File: src/rtl/vram_port_arbiter.sv
// VRAM port arbiter: drawer owns the port in active video, processor
// gets single-cycle slots in blanking; read data steered by a pipeline tag.
module vram_port_arbiter #(
  parameter int ADDR_W = 18,
  parameter int DATA_W = 8,
  parameter int GUARD  = 2,
  parameter int WAIT_W = 16
) (
  input  logic              clk,
  input  logic              rst_n,
  input  logic              display_enabled,
  input  logic              blank_ending,
  input  logic [ADDR_W-1:0] disp_addr,
  output logic [DATA_W-1:0] disp_data,
  input  logic              cpu_req,
  input  logic              cpu_we,
  input  logic [ADDR_W-1:0] cpu_addr,
  input  logic [DATA_W-1:0] cpu_wdata,
  output logic              cpu_gnt,
  output logic              cpu_rvalid,
  output logic [DATA_W-1:0] cpu_rdata,
  output logic [WAIT_W-1:0] cpu_wait,
  output logic [ADDR_W-1:0] mem_addr,
  output logic              mem_we,
  output logic [DATA_W-1:0] mem_wdata,
  input  logic [DATA_W-1:0] mem_rdata
);

  typedef enum logic {
    IDLE,
    CPU
  } state_e;

  typedef enum logic [1:0] {
    TAG_DISP,
    TAG_CPU,
    TAG_NONE
  } tag_e;

  localparam logic [WAIT_W-1:0] WAIT_ONE =
    {{(WAIT_W-1){1'b0}}, 1'b1};

  state_e            state_q, state_d;
  tag_e              tag_q, tag_d;
  logic              gnt_q, gnt_d;
  logic              we_q, we_d;
  logic [ADDR_W-1:0] addr_q, addr_d;
  logic [DATA_W-1:0] wdata_q, wdata_d;
  logic [WAIT_W-1:0] wait_q, wait_d;
  logic [DATA_W-1:0] ddata_q, ddata_d;
  logic [DATA_W-1:0] rdata_q, rdata_d;
  logic              rvalid_q, rvalid_d;
  logic              guard;
  logic              grant_ok;

  // GUARD of zero means the timing has no end-of-blanking window
  assign guard    = blank_ending & (GUARD != 0);
  assign grant_ok = cpu_req & ~display_enabled & ~guard;

  always_comb begin
    state_d = grant_ok ? CPU : IDLE;
    gnt_d   = grant_ok;
    we_d    = we_q;
    addr_d  = addr_q;
    wdata_d = wdata_q;
    if (grant_ok) begin
      we_d    = cpu_we;
      addr_d  = cpu_addr;
      wdata_d = cpu_wdata;
    end
    tag_d = TAG_DISP;
    if (state_q == CPU) begin
      tag_d = we_q ? TAG_NONE : TAG_CPU;
    end
  end

  always_comb begin
    if (!cpu_req || gnt_q) begin
      wait_d = '0;
    end else if (&wait_q) begin
      wait_d = wait_q;
    end else begin
      wait_d = wait_q + WAIT_ONE;
    end
  end

  // returning data follows the tag issued with its address
  always_comb begin
    ddata_d  = ddata_q;
    rdata_d  = rdata_q;
    rvalid_d = 1'b0;
    case (tag_q)
      TAG_DISP: ddata_d = mem_rdata;
      TAG_CPU: begin
        rdata_d  = mem_rdata;
        rvalid_d = 1'b1;
      end
      default: ;
    endcase
  end

  always_comb begin
    mem_addr  = '0;
    mem_we    = 1'b0;
    mem_wdata = '0;
    if (rst_n) begin
      unique case (1'b1)
        state_q == CPU: begin
          mem_addr  = addr_q;
          mem_we    = we_q;
          mem_wdata = wdata_q;
        end
        default: mem_addr = disp_addr;
      endcase
    end
  end

  always_ff @(posedge clk or negedge rst_n) begin
    if (!rst_n) begin
      state_q  <= IDLE;
      tag_q    <= TAG_DISP;
      gnt_q    <= 1'b0;
      we_q     <= 1'b0;
      addr_q   <= '0;
      wdata_q  <= '0;
      wait_q   <= '0;
      ddata_q  <= '0;
      rdata_q  <= '0;
      rvalid_q <= 1'b0;
    end else begin
      state_q  <= state_d;
      tag_q    <= tag_d;
      gnt_q    <= gnt_d;
      we_q     <= we_d;
      addr_q   <= addr_d;
      wdata_q  <= wdata_d;
      wait_q   <= wait_d;
      ddata_q  <= ddata_d;
      rdata_q  <= rdata_d;
      rvalid_q <= rvalid_d;
    end
  end

  assign disp_data  = ddata_q;
  assign cpu_gnt    = gnt_q;
  assign cpu_rvalid = rvalid_q;
  assign cpu_rdata  = rdata_q;
  assign cpu_wait   = wait_q;

endmodule

File: config.mk
export PLATFORM = sky130hd
export DESIGN_NAME = vram_port_arbiter
export DESIGN_NICKNAME = d
export VERILOG_FILES = /design/src/rtl/vram_port_arbiter.sv
export SDC_FILE = /design/constraint.sdc
export NUM_CORES = 1
export LEC_CHECK = 0
export ABC_AREA = 1
export BUFFER_PORTS_ARGS = -buffer_cell sky130_fd_sc_hd__buf_2
export CORE_ASPECT_RATIO = 0.7
export CORE_MARGIN = 3
export CORE_UTILIZATION = 40
export DETAILED_ROUTE_END_ITERATION = 8
export PLACE_DENSITY = 0.79
export SLEW_MARGIN = 20
export SYNTH_ARGS = -nofsm -noshare
export SYNTH_HDL_FRONTEND = slang
export SYNTH_SLANG_ARGS = --single-unit
File: constraint.sdc
create_clock -name clk -period 3 [get_ports clk]
set_input_delay 0.6 -clock clk [delete_from_list [all_inputs] [get_ports clk]]
set_output_delay 0.6 -clock clk [all_outputs]
set_load 0.005 [all_outputs]
==> results of run 1 <==
[worst paths after layout]
kind	from	end	slack, ps	depth (start not counted)
worst max-delay path	cpu_gnt	mem_addr[0]	360	4
worst min-delay path	rst_n	wdata_q[2]	210	1
worst max register to register	cpu_gnt	cpu_wait[6]	600	5
worst min register to register	tag_q[1]	cpu_rvalid	450	1
max in group asynchronous	rst_n	cpu_wait[0]	2010	3
min in group clk	tag_q[1]	cpu_rvalid	450	1
[where the power goes]
group | leakage [nW] | switching (mW) | internal [mW]
Combinational | 1.34 | 0.150 | 0.121
Sequential | 0.801 | 0.0550 | 0.951
Clock | 0.100 | 0.308 | 0.403
Total | 2.24 | 0.513 | 1.47
[logic make-up (layout without fill, tap and decap cells)]
family,Yosys count,after routing,share of synthesized area [%]
xor gates and xnor gates,2,2,0.578
adders and majority gates,1,1,0.413
and+or+nand+nor,222,222,30.9
buffers and inverters,50,175,7.43
AOI/OAI and AO/OA,49,49,8.67
DFF,63,63,52.0
[flip-flops by register name, indices dropped and copies added (netlist names)]
signal      cells
addr_q         18
cpu_wait       16
cpu_rdata       8
disp_data       8
wdata_q         8
tag_q           2
cpu_gnt         1
cpu_rvalid      1
we_q            1
[layout make-up]
| type | count | share of cell area, % |
|---|---|---|
| tap | 94 | 3.03 |
| clock buffer | 12 | 3.74 |
| multi-input combinational | 274 | 31.7 |
| inverter | 37 | 3.65 |
| sequential | 63 | 40.7 |
| clock inverter | 4 | 1.16 |
| timing repair buffer | 122 | 16.1 |
[per-layer routing]
metal | vias up | track usage, % | share of wire, %
met5 | - | 0 | 0
li1 | 1443 | - | -
met3 | 10 | 6.09 | 8.8
met2 | 113 | 27.1 | 44
met1 | 1285 | 23.9 | 46
met4 | 0 | 5.85 | 1.2
[cell usage in the layout (no fill, tap or decap), drive strengths merged]
cell / n
dfrtp: 63
bufinv: 1
a21oi: 9
nand3: 22
o21ai: 36
or2: 3
clkinv: 3
nor3: 3
o21bai: 4
buf: 122
nand4: 3
nor2: 69
nand2: 122
xnor2: 2
inv: 37
ha: 1
clkbuf: 12
==> summary.txt, run 1 <==
CTS
  • Post-CTS sizing: 0
  • Clock-pin slew on the worst setup and hold paths: 70 ps
  • H-tree levels: 3
  • CTS tree: yes
  • Clock Sinks: 63
  • Post-CTS Setup Repair Bufs: 0
  • Clock buffer depth: 2
  • CTS Root Cell: clkbuf_8
  • CTS buffer count: 9
  • CTS Hold Bufs: 0
  • Worst skew pair latency: roughly 330 ps

Synthesis
  • Synth Flop Type: dfrtp_1
  • Syn Area/Cell: 7.83 µm²
  • Synth Cell Area: 3030 µm²
  • Largest area contributor in the netlist: dfrtp_1
  • EDFF count, synth: 0
  • Synth Net Count: 446
  • Synth cell types: 27
  • Most common cell in the netlist: nand2_1
  • Synth area leaders: dfrtp_1, nand2_1, nor2_1, o21ai_0, inv_1
  • Post-synth top area share: a little over half
  • Synth async-reset ratio: 100%
  • Commonest cells in the netlist: nand2_1, nor2_1, dfrtp_1
  • Synth Register Bits: 63
  • Sequential fraction of the synthesis area: between 50 and 60%
  • YS warnings: 0
  • Syn Inst Count: 387

Global routing
  • Maximum number of pins on one net before global-route repair: 40
  • GRT Util Overall: 17.9%
  • Vias in the first global route: 2650
  • Grt total ovfl: 0
  • Initial antenna violation count: 0
  • First-pass GRT wire length: 12.2 mm

Timing
  • Shortest period the worst path allows: ~2600 ps
  • Slew @ Worst Pin: just over 900 ps
  • Sum Neg Setup Slack: 0 ps
  • Final number of setup-violating endpoints: 0
  • Max Clock Skew: 6.88 ps
  • Final Hold Fails: 0
  • Unrepaired setup endpoints after global routing: no
  • Fin crit share: 88.0%
  • Hold slack: between 200 and 250 ps
  • Final slew viol count: 0
  • Slew Limit Headroom: between 30% and 40%
  • Max Fclk: 0.379 GHz
  • Setup ws final: 361 ps

Layout
  • Finished Core Util: 55.1%
  • FF+latch area: 1580 µm²
  • Share of cells above drive strength 1: 30.1%
  • Fin area: 3880 µm²
  • Post-route insts no fill: 606
  • Final #Nets: about 570
  • Fillers: 675
  • Diode count: 0
  • Area taken by multi-input logic gates: between 1000 and 1500 µm²
  • Area Overhead vs Synth: 28.0%

Detailed routing
  • Routed len/inst: 12.4 µm
  • Initial DRC Count: 159
  • Post-DRT Antenna Nets: 0
  • Via count: 2851
  • Vias per cell: 4.70
  • Post-route DRC violation count: 0
  • Final wirelength: 7.50 mm
  • First-pass detailed-route iteration total: 4

Setup path
  • Top Family by Delay on Critical Path: flip-flops
  • Crit Path Category: reg -> out
  • Worst path bufs/invs: 2
  • Critical Path RT: roughly 2400 ps
  • CP Launch Type: flip-flop
  • Crit-path max cell delay: 760 ps
  • Worst Path Arrival: 2040 ps
  • Crit-path most repeated cell: nor2_1
  • Crit-path max FO: 22
  • CP endpoint kind: output pin
  • CP Cell Sequence: inv_1 -> nor2_1 -> nor2_1 -> buf_2
  • Slowest stage cell, crit path: dfrtp_1

Place
  • Placer Congestion: 0.862
  • Placed Cells: 590
  • Pre-CTS setup slack: a little under 700 ps
  • DP HPWL: approximately 5.7 mm
  • I/O Buffers: 118
  • Placed Area: 3690 µm²

Pwr
  • Max IR drop VDD: roughly 0.23 mV
  • Total power density per cell area: a little over 500 nW/µm²
  • Total Power: 1.99 mW
  • Leakage power total: 2.24 nW

Floorplan
  • Die Wd: 110 µm
  • Starting utilization of the core area: 43.1%
  • Core Footprint: 7040 µm²
  • Die Ht: 78.8 µm
  • I/O pin count: 119
  • Std-Cell Rows: 25
  • Die ar.: 8670 µm²

Outcome
  • Status: finished clean

Hold path
  • Hold Crit Class: in -> async

Flow run
  • Max Cap Violations: 0
(Power assumes the default switching activity.)
==> run 2, diff against run 1 <==
Settings changed: ABC_AREA 1 to unset.
==> run 2 against run 1 <==
- synthesized cell count is 39% lower
- hold slack improved by 62 ps
- core utilization is 0.12 points higher
- combinational power up 10%
- sequential power about the same
- power is 3.2% higher
- register-to-register slack improved by 400 ps
- wire length decreased by 12%
- non-clock buffer count is 1 higher
- critical path type unchanged
==> summary.txt, run 2 <==
Setup path
  • Critical Path RT: 2400 ps (about the same)
  • Reg-to-reg slack, setup: 1000 ps (was 600 ps)
  • Crit-path max FO: 20 (was 22)
  • Crit Path Category: reg -> out (unchanged)
  • CP endpoint kind: output pin (unchanged)
  • CP Cell Sequence: buf_4 -> mux2i_1 -> nor2b_1 -> buf_2 (was inv_1 -> nor2_1 -> nor2_1 -> buf_2)
  • Crit-path max cell delay: 530 ps (was 760 ps)
  • Worst path bufs/invs: 2 (unchanged)
  • FF-to-FF End: cpu_wait[0] (was cpu_wait[6])
  • Worst R2R Start: cpu_wait[0] (was cpu_gnt)
  • Worst Path Arrival: 1700 ps (was 2040 ps)
  • CP Launch Type: flip-flop (unchanged)
  • Top Family by Delay on Critical Path: flip-flops (unchanged)
  • Slowest stage cell, crit path: dfrtp_1 (unchanged)
  • FF-to-FF path depth: 5 (unchanged)

Layout
  • Fillers: 628 (was 675)
  • Final #Nets: 419 (was 566)
  • Most common cell after layout, fill and taps aside: buf_2 (was nand2_1)
  • Fin area: 3850 µm² (was 3880 µm²)
  • Diode count: 0 (unchanged)
  • Share of cells above drive strength 1: 51.8% (was 30.1%)
  • Most frequent cells in the layout: buf_2, dfrtp_1, mux2_2 (was nand2_1, buf_2, nor2_1)
  • Area Overhead vs Synth: 30.0% (was 28.0%)
  • Top reg by flops: addr_q (unchanged)
  • Max FFs per register: 18 (unchanged)

Synthesis
  • Simple-gate share of the synthesized area: 14.7% (was 30.9%)
  • Sequential fraction of the synthesis area: 53.2% (was 52.0%)
  • Largest area contributor in the netlist: dfrtp_1 (unchanged)
  • Post-Synth XOR/XNOR Area: 2.32% (was 0.578%)
  • Post-synth top area share: 53.2% (was 52.0%)
  • Synth Cell Area: 2960 µm² (was 3030 µm²)
  • YS warnings: 0 (unchanged)
  • Compound-Gate Fraction of Synth Area: 4.43% (was 8.67%)
  • Mux cell area share after synthesis: 22.4% (was 0%)
  • EDFF count, synth: 0 (unchanged)
  • Synth Flop Type: dfrtp_1 (unchanged)
  • Synth cell types: 35 (was 27)
  • Synth Register Bits: 63 (unchanged)
  • Most common cell in the netlist: dfrtp_1 (was nand2_1)
  • Synth Net Count: 297 (was 446)
  • Syn Area/Cell: 12.4 µm² (was 7.83 µm²)
  • Main combinational cell family by area after synthesis: multiplexers (was simple AND/OR/NAND/NOR gates)
  • Post-Synth Adder-Cell Area: 0.422% (was 0.413%)
  • Commonest cells in the netlist: dfrtp_1, mux2_2, nor2b_1 (was nand2_1, nor2_1, dfrtp_1)
  • Synth area leaders: dfrtp_1, mux2_2, mux2i_1, nor2b_1, and3_1 (was dfrtp_1, nand2_1, nor2_1, o21ai_0, inv_1)
  • Syn Inst Count: 238 (was 387)
  • Synth async-reset ratio: 100% (unchanged)

Hold path
  • Hold Crit Class: in -> async (unchanged)

Timing
  • Fin crit share: 76.7% (was 88.0%)
  • Max Fclk: 0.435 GHz (was 0.379 GHz)
  • Sum Neg Setup Slack: 0 ps (unchanged)
  • Hold slack: 270 ps (was 208 ps)
  • Slew Limit Headroom: 54.0% (was 37.6%)
  • Max Clock Skew: 5.53 ps (was 6.88 ps)
  • Shortest period the worst path allows: 2300 ps (was 2640 ps)
  • Final Hold Fails: 0 (unchanged)
  • Slew @ Worst Pin: 688 ps (was 933 ps)
  • Final slew viol count: 0 (unchanged)
  • Final number of setup-violating endpoints: 0 (unchanged)
  • Unrepaired setup endpoints after global routing: no (unchanged)

Global routing
  • Grt total ovfl: 0 (unchanged)
  • First-pass GRT wire length: 11.1 mm (was 12.2 mm)
  • Initial antenna violation count: 0 (unchanged)
  • Vias in the first global route: 2304 (was 2650)
  • GRT Util Overall: 16.7% (was 17.9%)
  • Maximum number of pins on one net before global-route repair: 63 (was 40)

Detailed routing
  • Routed len/inst: 14.4 µm (was 12.4 µm)
  • Vias per cell: 4.91 (was 4.70)
  • Post-DRT Antenna Nets: 0 (unchanged)
  • Via count: 2253 (was 2851)
  • Routed wl met2: 2.85 mm (was 3.29 mm)
  • Metal3 WL: 649 µm (was 659 µm)
  • Post-route DRC violation count: 0 (unchanged)
  • Final wirelength: 6.60 mm (was 7.50 mm)
  • Top Layer Used: met4 (unchanged)
  • Metal-1 WL: 3.01 mm (was 3.46 mm)
  • First-pass detailed-route iteration total: 4 (unchanged)
  • Initial DRC Count: 70 (was 159)

Place
  • Placer Congestion: 0.831 (was 0.862)
  • DP HPWL: 4.90 mm (was 5.65 mm)
  • Placed Area: 3650 µm² (was 3690 µm²)
  • I/O Buffers: 118 (unchanged)

Floorplan
  • Die Ht: 78.0 µm (was 78.8 µm)
  • Die ar.: 8490 µm² (was 8670 µm²)
  • I/O pin count: 119 (unchanged)
  • Std-Cell Rows: 25 (unchanged)
  • Starting utilization of the core area: 42.5% (was 43.1%)
  • Die Wd: 109 µm (was 110 µm)
  • Core Footprint: 6980 µm² (was 7040 µm²)

CTS
  • H-tree levels: 3 (unchanged)
  • CTS Hold Bufs: 0 (unchanged)
  • Post-CTS sizing: 0 (unchanged)
  • CTS buffer count: 9 (unchanged)
  • Clock Sinks: 63 (unchanged)
  • Worst skew pair latency: 330 ps (about the same)
  • CTS tree: yes (unchanged)
  • Clock-pin slew on the worst setup and hold paths: 70 ps (about the same)
  • Post-CTS Setup Repair Bufs: 0 (unchanged)
  • Clock buffer depth: 2 (unchanged)
  • CTS Root Cell: clkbuf_8 (unchanged)

Pwr
  • Total power density per cell area: 533 nW/µm² (was 513 nW/µm²)
  • Max IR drop VDD: 0.227 mV (about the same)
  • Leakage power total: 1.87 nW (was 2.24 nW)
  • Total Power: 2.05 mW (was 1.99 mW)

Flow run
  • Max Cap Violations: 0 (unchanged)

Outcome
  • Status: finished clean (unchanged)
[run 2: cell count changes after synthesis, moves of 4 or more]
cell	change
nand2_1	-113
nor2b_1	+21
and3_1	+10
mux2i_1	+18
mux2_2	+43
inv_1	-31
o21ai_0	-32
nand3_1	-16
nor2_1	-60
nor3_1	+5
o21bai_1	-4
xnor2_1	+4
[run 2: worst max path at each step]
stage	startpoint	endpoint	slack, ps	depth (start not counted)
2_1_floorplan	cpu_wait[0]	cpu_wait[0]	1150	6
3_3_place_gp	rst_n	mem_we	900	3
3_5_place_dp	rst_n	mem_wdata[3]	880	3
4_1_cts	cpu_gnt	mem_addr[9]	660	4
5_1_grt	cpu_gnt	mem_addr[9]	560	4
6_report	cpu_gnt	mem_addr[9]	700	4
[run 2: power breakdown]
group | switching [mW] | leakage (nW) | internal [mW] | total, mW
logic | 0.119 | 0.992 | 0.180 | 0.299
registers | 0.0626 | 0.782 | 0.961 | 1.02
clock network | 0.328 | 0.0981 | 0.402 | 0.729
[run 2: cells by family after synthesis]
kind of cell / Yosys count
simple gates: 71
buf+inv: 15
fa+ha+maj: 1
flops: 63
xor+xnor: 7
mux: 61
compound gates: 20
[run 2: cell type report]
class / instances / area, µm² / area share [%]
flip-flops and latches: 63 / 1580 / 40.9
multi-input cells: 160 / 1320 / 34.2
repair buffers: 123 / 631 / 16.4
clock buffers: 10 / 138 / 3.57
well taps: 94 / 118 / 3.05
clock inverters: 6 / 60.1 / 1.56
inverters: 3 / 11.3 / 0.292
[run 2: metal layers]
metal	track usage [%]	vias to the layer above
li1	-	1094
met1	21.9	1054
met2	24.9	94
met3	7.23	11
met4	5.30	0
met5	0	-
[run 2: worst register-to-register path: stages, from the launching register on]
cell,delay [ps]
dfrtp_1,450
ha_1,340
nand3_2,210
or4_4,670
xnor2_2,160
nor2_1,50
[run 2: per-stage QoR]
stage	cells	setup slack [ps]	util [%]
floorplan	238	1150	-
global placement	443	905	52.4
detailed placement	443	882	52.4
CTS	459	664	55.2
global route	459	558	55.2
finish	459	699	55.2
